===== src/rtl/spec_ram_reader_if.sv =====
// Result stream from the spectrum RAM reader: one bin per beat, valid/ready handshake.
interface spec_ram_reader_if #(
   parameter int AW = 12,
   parameter int DW = 16
);
   logic          m_valid;
   logic          m_ready;
   logic [AW-1:0] m_addr;
   logic [DW:0]   m_mag;
   logic          m_last;

   modport master (output m_valid, m_addr, m_mag, m_last, input m_ready);
   modport slave  (input m_valid, m_addr, m_mag, m_last, output m_ready);
endinterface


===== src/rtl/spec_ram_reader.sv =====
// Sweeps the learned real/imag spectrum RAMs and streams an approximate magnitude per bin.
// Optional peak-bin tracking is built when SPEC_READER_PEAK_EN is defined.
//
// state   | meaning
// --------+------------------------------------------------------------
// S_IDLE  | waiting for start or a learn_done rising edge
// S_SCAN  | issuing RAM addresses 0..DEPTH-1 under FIFO credit
// S_DRAIN | all addresses issued, waiting for pipeline and FIFO to empty
// S_FIN   | one-cycle done pulse
module spec_ram_reader #(
   parameter int DEPTH      = 2800,
   parameter int AW         = 12,
   parameter int DW         = 16,
   parameter int RD_LAT     = 2,
   parameter int FIFO_DEPTH = 4
) (
   input  logic                 clk_50m,
   input  logic                 rst_n,
   input  logic                 learn_done,
   input  logic                 start,
   output logic [AW-1:0]        real_addr,
   output logic [AW-1:0]        imag_addr,
   input  logic signed [DW-1:0] rd_real,
   input  logic signed [DW-1:0] rd_imag,
   spec_ram_reader_if.master    m,
   output logic                 busy,
   output logic                 done,
   output logic [AW-1:0]        peak_addr,
   output logic [DW:0]          peak_mag
);
   localparam int PW = (FIFO_DEPTH > 1) ? $clog2(FIFO_DEPTH) : 1;
   localparam int CW = $clog2(FIFO_DEPTH + RD_LAT + 2);
   localparam logic [AW-1:0] LAST_ADDR = AW'(DEPTH - 1);
   localparam logic [CW:0]   CREDITS   = (CW+1)'(FIFO_DEPTH);
   localparam logic [DW-1:0] MOST_NEG  = {1'b1, {(DW-1){1'b0}}};

   localparam logic [1:0] S_IDLE  = 2'd0;
   localparam logic [1:0] S_SCAN  = 2'd1;
   localparam logic [1:0] S_DRAIN = 2'd2;
   localparam logic [1:0] S_FIN   = 2'd3;

   logic [1:0]    state;
   logic          learn_s1, learn_s2, learn_s3;
   logic          trigger, issue, push, pop;
   logic [AW-1:0] addr_q;
   logic [RD_LAT-1:0] tag_vld;
   logic [AW-1:0] tag_addr [RD_LAT];
   logic          mag_vld;
   logic [AW-1:0] mag_addr;
   logic [DW:0]   mag_val;
   logic [DW-2:0] abs_re, abs_im, mag_hi, mag_lo;
   logic [DW:0]   mag_next;
   logic [CW-1:0] in_flight, fifo_count;
   logic [PW-1:0] wr_ptr, rd_ptr;
   logic [AW-1:0] fifo_addr [FIFO_DEPTH];
   logic [DW:0]   fifo_mag  [FIFO_DEPTH];

   function automatic logic [DW-2:0] sat_abs(input logic signed [DW-1:0] v);
      if (!v[DW-1])
         sat_abs = v[DW-2:0];
      else if (v == MOST_NEG)
         sat_abs = '1;
      else
         sat_abs = (DW-1)'(-v);
   endfunction

   function automatic logic [PW-1:0] ptr_next(input logic [PW-1:0] p);
      ptr_next = (p == PW'(FIFO_DEPTH - 1)) ? '0 : p + PW'(1);
   endfunction

   always_ff @(posedge clk_50m or negedge rst_n) begin
      if (!rst_n) begin
         learn_s1 <= 1'b0;
         learn_s2 <= 1'b0;
         learn_s3 <= 1'b0;
      end else begin
         learn_s1 <= learn_done;
         learn_s2 <= learn_s1;
         learn_s3 <= learn_s2;
      end
   end

   assign trigger = (state == S_IDLE) && (start || (learn_s2 && !learn_s3));
   assign pop     = m.m_valid && m.m_ready;
   // A beat leaving this cycle frees its slot, so count it as credit to keep one issue per cycle.
   assign issue   = (state == S_SCAN) &&
                    (({1'b0, in_flight} + {1'b0, fifo_count}) < (CREDITS + {{CW{1'b0}}, pop}));

   always_ff @(posedge clk_50m or negedge rst_n) begin
      if (!rst_n) begin
         state  <= S_IDLE;
         addr_q <= '0;
      end else begin
         case (state)
            S_IDLE: if (trigger) begin
               state  <= S_SCAN;
               addr_q <= '0;
            end
            S_SCAN: if (issue) begin
               if (addr_q == LAST_ADDR) state <= S_DRAIN;
               else                     addr_q <= addr_q + AW'(1);
            end
            S_DRAIN: if (in_flight == '0 && fifo_count == '0) state <= S_FIN;
            S_FIN:   state <= S_IDLE;
            default: state <= S_IDLE;
         endcase
      end
   end

   always_ff @(posedge clk_50m or negedge rst_n) begin
      if (!rst_n) begin
         tag_vld <= '0;
         for (int i = 0; i < RD_LAT; i++) tag_addr[i] <= '0;
      end else begin
         tag_vld[0]  <= issue;
         tag_addr[0] <= addr_q;
         for (int i = 1; i < RD_LAT; i++) begin
            tag_vld[i]  <= tag_vld[i-1];
            tag_addr[i] <= tag_addr[i-1];
         end
      end
   end

   // max + min/2 of the saturated magnitudes; DW+1 bits always suffices.
   always_comb begin
      abs_re = sat_abs(rd_real);
      abs_im = sat_abs(rd_imag);
      mag_hi = abs_re;
      mag_lo = abs_im;
      if (abs_im > abs_re) begin
         mag_hi = abs_im;
         mag_lo = abs_re;
      end
      mag_next = {2'b00, mag_hi} + {3'b000, mag_lo[DW-2:1]};
   end

   always_ff @(posedge clk_50m or negedge rst_n) begin
      if (!rst_n) begin
         mag_vld  <= 1'b0;
         mag_addr <= '0;
         mag_val  <= '0;
      end else begin
         mag_vld  <= tag_vld[RD_LAT-1];
         mag_addr <= tag_addr[RD_LAT-1];
         mag_val  <= mag_next;
      end
   end

   assign push = mag_vld;

   always_ff @(posedge clk_50m or negedge rst_n) begin
      if (!rst_n) in_flight <= '0;
      else        in_flight <= in_flight + CW'(issue) - CW'(push);
   end

   always_ff @(posedge clk_50m or negedge rst_n) begin
      if (!rst_n) begin
         wr_ptr     <= '0;
         rd_ptr     <= '0;
         fifo_count <= '0;
         for (int i = 0; i < FIFO_DEPTH; i++) begin
            fifo_addr[i] <= '0;
            fifo_mag[i]  <= '0;
         end
      end else begin
         if (push) begin
            fifo_addr[wr_ptr] <= mag_addr;
            fifo_mag[wr_ptr]  <= mag_val;
            wr_ptr            <= ptr_next(wr_ptr);
         end
         if (pop) rd_ptr <= ptr_next(rd_ptr);
         fifo_count <= fifo_count + CW'(push) - CW'(pop);
      end
   end

   assign m.m_valid = (fifo_count != '0);
   assign m.m_addr  = fifo_addr[rd_ptr];
   assign m.m_mag   = fifo_mag[rd_ptr];
   assign m.m_last  = m.m_valid && (fifo_addr[rd_ptr] == LAST_ADDR);

   assign real_addr = addr_q;
   assign imag_addr = addr_q;
   assign busy      = (state == S_SCAN) || (state == S_DRAIN);
   assign done      = (state == S_FIN);

`ifdef SPEC_READER_PEAK_EN
   always_ff @(posedge clk_50m or negedge rst_n) begin
      if (!rst_n) begin
         peak_addr <= '0;
         peak_mag  <= '0;
      end else if (trigger) begin
         peak_addr <= '0;
         peak_mag  <= '0;
      end else if (push && (mag_val > peak_mag)) begin
         peak_addr <= mag_addr;
         peak_mag  <= mag_val;
      end
   end
`else
   assign peak_addr = '0;
   assign peak_mag  = '0;
`endif

endmodule


===== src/flat_wrapper.sv =====
// flat-port wrapper written by rule: the top's interface ports become plain ports
module spec_ram_reader_flat 
#(
   parameter int DEPTH      = 2800,
   parameter int AW         = 12,
   parameter int DW         = 16,
   parameter int RD_LAT     = 2,
   parameter int FIFO_DEPTH = 4
)
  (clk_50m, rst_n, learn_done, start, real_addr, imag_addr, rd_real, rd_imag, busy, done, peak_addr, peak_mag, m_m_valid, m_m_addr, m_m_mag, m_m_last, m_m_ready);
  spec_ram_reader_if #(.AW(AW), .DW(DW)) m_i ();
  input  logic clk_50m;
  input  logic rst_n;
  input  logic learn_done;
  input  logic start;
  output logic [AW-1:0] real_addr;
  output logic [AW-1:0] imag_addr;
  input  logic signed [DW-1:0] rd_real;
  input  logic signed [DW-1:0] rd_imag;
  output logic busy;
  output logic done;
  output logic [AW-1:0] peak_addr;
  output logic [DW:0] peak_mag;
  output wire logic [$bits(m_i.m_valid)-1:0] m_m_valid;
  output wire logic [$bits(m_i.m_addr)-1:0] m_m_addr;
  output wire logic [$bits(m_i.m_mag)-1:0] m_m_mag;
  output wire logic [$bits(m_i.m_last)-1:0] m_m_last;
  input wire logic [$bits(m_i.m_ready)-1:0] m_m_ready;
  assign m_m_valid = m_i.m_valid;
  assign m_m_addr = m_i.m_addr;
  assign m_m_mag = m_i.m_mag;
  assign m_m_last = m_i.m_last;
  assign m_i.m_ready = m_m_ready;
  spec_ram_reader #(.DEPTH(DEPTH), .AW(AW), .DW(DW), .RD_LAT(RD_LAT), .FIFO_DEPTH(FIFO_DEPTH)) u_core (.clk_50m(clk_50m), .rst_n(rst_n), .learn_done(learn_done), .start(start), .real_addr(real_addr), .imag_addr(imag_addr), .rd_real(rd_real), .rd_imag(rd_imag), .m(m_i), .busy(busy), .done(done), .peak_addr(peak_addr), .peak_mag(peak_mag));
endmodule

===== config.mk =====
export PLATFORM = sky130hd
export DESIGN_NAME = spec_ram_reader_flat
export DESIGN_NICKNAME = d
export VERILOG_FILES = /design/src/rtl/spec_ram_reader_if.sv /design/src/rtl/spec_ram_reader.sv /design/src/flat_wrapper.sv
export SDC_FILE = /design/constraint.sdc
export NUM_CORES = 1
export LEC_CHECK = 0
export BUFFER_PORTS_ARGS = -buffer_cell sky130_fd_sc_hd__buf_2
export CAP_MARGIN = 20
export CORE_AREA = 2 2 153 155
export CTS_BUF_LIST = sky130_fd_sc_hd__clkbuf_8
export DETAILED_ROUTE_END_ITERATION = 16
export DIE_AREA = 0 0 155 157
export HOLD_SLACK_MARGIN = 0.03
export PLACE_DENSITY_LB_ADDON = 0.15
export SLEW_MARGIN = 25
export SYNTH_ARGS = -nofsm -noshare
export SYNTH_HDL_FRONTEND = slang
export SYNTH_SLANG_ARGS = --single-unit

===== constraint.sdc =====
create_clock -name clk_50m -period 4.15 [get_ports clk_50m]
set_input_delay 0.83 -clock clk_50m [delete_from_list [all_inputs] [get_ports clk_50m]]
set_output_delay 0.83 -clock clk_50m [all_outputs]
set_load 0.01 [all_outputs]

==> results.yml <==
worst_setup_path:
  slowest_delay_ns: 0.58
  path_cells: "buf_6 > or4_4 > or4_4 > nor3_4 > buf_6 > buf_12 > nor2_2 > ha_4 > buf_4 > a21oi_1 > nand2_1 > a21oi_2 > a31oi_4 > buf_6 > buf_6 > mux2i_2 > ha_2 > fa_2 > a21oi_4 > nor2_4 > nor3_4 > or3_4 > a32o_1 > xor2_1"
  crit_family: "simple AND/OR/NAND/NOR gates"
  cp.required_ns: 4.48
  path_max_fanout: 7
  start_kind: "primary input"
  slowest_stage: "or4_4"
  cp-end-kind: "flop"
  crit_top_cell: "buf_6"
  critical_path_class: "in2reg"
  path_buf_inv: 6
  arrival_ns: 5.55
synth:
  async_flop_share_pct: 100
  syn_inst: 854
  ys_ff_latch: 194
  synth-main-ff-cell: "dfrtp_1"
  synth_cell_types: 62
  synth_area_per_cell_sq_um: 12.0
  synth-edff-count: 0
  seq_area_frac_synth_pct: 47.5
  netlist_area_sq_um: 10200
  yosys_warnings: 0
routing:
  drtIter0Drc: 285
  dr.pass1.iters: 5
  vias_per_cell: 5.21
  via_count: 7288
  highest_layer: "met4"
  drt-met1-wl_mm: 10.8
  wl_met2_mm: 11.0
  drc: 0
  avgRoutedWirePerCell_um: 16.4
  wl_mm: 22.9
  ant_nets: 0
  wl_met3_um: 810
cells_and_area:
  syn2layout_area_growth_pct: 27.7
  antenna_cells: 0
  fin_nets: 1190
  drive_gt1_share_pct: 47.8
  fillers: 1886
place:
  place_congestion: 0.846
  place_hpwl_mm: 15.9
  port_buffers: 92
  pre_cts_slack_ns: -1.66
job:
  drv_cap: 0
run_status:
  outcome: "finished, violations left"
  violations: "negative setup slack"
floorplanning:
  io_pins: 123
  initial_core_util_pct: 45.4
  core.rowCount: 55
  dieWidth_um: 155
  dieHeight_um: 157
  die_area_sq_um: 24300
  core_area_sq_um: 22500
global_route:
  antenna_found_initial: 0
  grt_pass1_vias: 7192
  gr-total-overflow: 0
  grt_usage_pct: 19.3
  grt_start_max_net_pins: 108
  grt_pass1_wl_mm: 37.1
pwr:
  p_comb_share_pct: 46.8
  swShare_pct: 36.9
  p_leak_nw: 6.16
  p_per_area_nw_per_um2: 612
  p_clk_share_pct: 15.1
  ir_worst_vdd_mv: 0.267
  p_total_w: 0.00799
  seqPwrFrac_pct: 38.1
  p_int_w: 0.00504
  p_switching_w: 0.00295
clocking:
  root_buffer: "clkbuf_8"
  tritoncts: "yes"
  clkLatencyLatePin_ns: 0.46
  path_clk_slew_ns: 0.12
  holdBufCountCts: 0
  htreeDepth: 4
  clk_path_buf_depth: 2
  cts_buffers: 17
  cts_sinks: 194
timing:
  fin_crit_sh_pct: 126
  clock.fmax_ghz: 0.192
  rsz0062_at_grt: "true"
  fin_skew_ns: 0.0239
  slew_violations: 0
  fin_ws_ns: -1.07
  setup_viol: 15
  period_needed_ns: 5.22
  slew_headroom_pct: 39.9
  hold_violations: 0
  tightest_slew_ns: 0.899
hold_path:
  min_path_type: "reg2reg"
==> cells in the mapped netlist (all sizes together) (3+ instances only) <==
cell type	number	area share (%)
a211o	3	0.26
a21o	7	0.51
a21oi	39	2.0
a31oi	13	0.86
and2	3	0.18
and3	6	0.37
buf	48	3.4
clkbuf	25	0.92
dfrtp	194	47
fa	4	0.78
ha	49	6.0
inv	37	1.4
mux2	116	13
mux2i	9	0.92
mux4	28	6.2
nand2	39	1.4
nand2b	5	0.31
nand3	15	0.73
nand4	6	0.37
nor2	49	1.8
nor2b	5	0.31
nor3	16	0.89
nor4	3	0.24
o21a	7	0.51
o21ai	31	1.5
o31ai	4	0.29
o41ai	9	0.84
or2	5	0.33
or3	15	0.92
or4	6	0.51
xnor2	23	2.0
xor2	13	1.1
==> through the flow <==
step | std cells | util (%) | instance area [sq um] | setup TNS, ns | hold slack (ns)
after floorplan | 883 | - | 10400 | -15.42 | 0.331
after global placement | 1338 | 53.2 | 12000 | -18.97 | 0.332
after detailed placement | 1338 | 53.2 | 12000 | -20.42 | 0.335
after CTS | 1390 | 56.6 | 12700 | -9.53 | 0.343
after global routing | 1398 | 58.0 | 13100 | -13.41 | 0.357
final | 1398 | 58.0 | 13100 | -11.57 | 0.339
==> worst paths after layout <==
check	start	to	slack, ns	depth (start not counted)
max	rd_real[9]	u_core.mag_val[14]	-1.07	24
min	u_core.tag_addr[8]	u_core.mag_addr[8]	0.34	0
max reg2reg	u_core.in_flight[0]	u_core.in_flight[2]	1.17	12
min reg2reg	u_core.tag_addr[8]	u_core.mag_addr[8]	0.34	0
max in group asynchronous	rst_n	u_core.fifo_mag[21]	2.55	2
min in group asynchronous	rst_n	u_core.fifo_mag[18]	0.42	1
==> power by group through the flow <==
stage / logic, W / clock network [W] / registers [W]
4_1_cts: 0.00364 / 0.00125 / 0.00305
6_report: 0.00374 / 0.00120 / 0.00305
5_1_grt: 0.00412 / 0.00133 / 0.00315
3_3_place_gp: 0.00344 / 0 / 0.00306
2_1_floorplan: 0.00252 / 0 / 0.00289
3_5_place_dp: 0.00350 / 0 / 0.00309
==> registers in the layout (all words and copies together) (netlist names) <==
name	cells
u_core.learn_s3	1
u_core.learn_s1	1
u_core.mag_addr	12
u_core.imag_addr	12
u_core.tag_addr	24
u_core.rd_ptr	2
u_core.learn_s2	1
u_core.mag_val	16
u_core.fifo_mag	64
u_core.in_flight	3
u_core.fifo_addr	48
u_core.fifo_count	3
u_core.mag_vld	1
u_core.state	2
u_core.wr_ptr	2
u_core.tag_vld	2
==> what timing repair did <==
item                                    CTS  global route
gates resized for setup                  43            51
endpoints found under the setup margin   15            15
setup buffers                            18             8
gates cloned                              2             1
pin swaps                                38            14
==> per-layer routing <==
| metal | vias up | GRT usage [%] |
|---|---|---|
| li1 | 3499 | - |
| met1 | 3633 | 27.1 |
| met2 | 136 | 31.3 |
| met3 | 20 | 3.55 |
| met4 | 0 | 4.54 |
| met5 | - | 0 |
==> layout make-up <==
type | count | area (sq um) | area share (%)
clock buffers | 17 | 234 | 1.79
repair buffers | 271 | 1940 | 14.9
well taps | 285 | 357 | 2.73
flip-flops and latches | 194 | 4860 | 37.2
inverters | 37 | 156 | 1.20
clock inverters | 15 | 163 | 1.25
multi-input cells | 579 | 5350 | 41.0
==> worst reg2reg max path, cell delays in order, from the launching register on <==
cell     delay [ns]
dfrtp_1        0.44
ha_1           0.23
fa_1           0.42
nor2_1         0.10
a31oi_1        0.11
or3_1          0.41
ha_1           0.29
inv_1          0.05
ha_1           0.13
inv_1          0.05
fa_1           0.37
xnor2_1        0.18
xnor2_1        0.13
==> logic make-up after synthesis <==
family / synth area share, %
AOI/OAI and AO/OA: 8.15
xor gates and xnor gates: 3.08
adders and majority gates: 6.78
buffers and inverters: 5.70
DFF: 47.5
muxes: 19.9
other: 0.0367
and+or+nand+nor: 8.92
==> cells in the final DEF, fill, tap and decap left out, types with 4 or more instances in the layout <==
master and instances:
dfrtp_1 193, buf_4 164, mux2_2 116, buf_2 89, nor2_1 37, nand2_1 36
ha_1 34, inv_1 32, conb_1 30, a21oi_1 29, mux4_2 28, o21ai_0 22
xnor2_1 22, clkbuf_8 18, nand3_1 15, or3_1 13, ha_4 13, xor2_1 12
nor3_1 11, a31oi_1 11, buf_6 11, nor2_4 8, o41ai_1 7, o21a_1 7
a21o_1 7, o21ai_1 7, a21oi_2 7, nand4_1 6, mux2i_1 6, nand2b_1 5
and3_1 5, inv_8 5, or4_1 4, nor2_2 4, nor2b_1 4
Note: power is estimated with default switching activity, not from simulation.
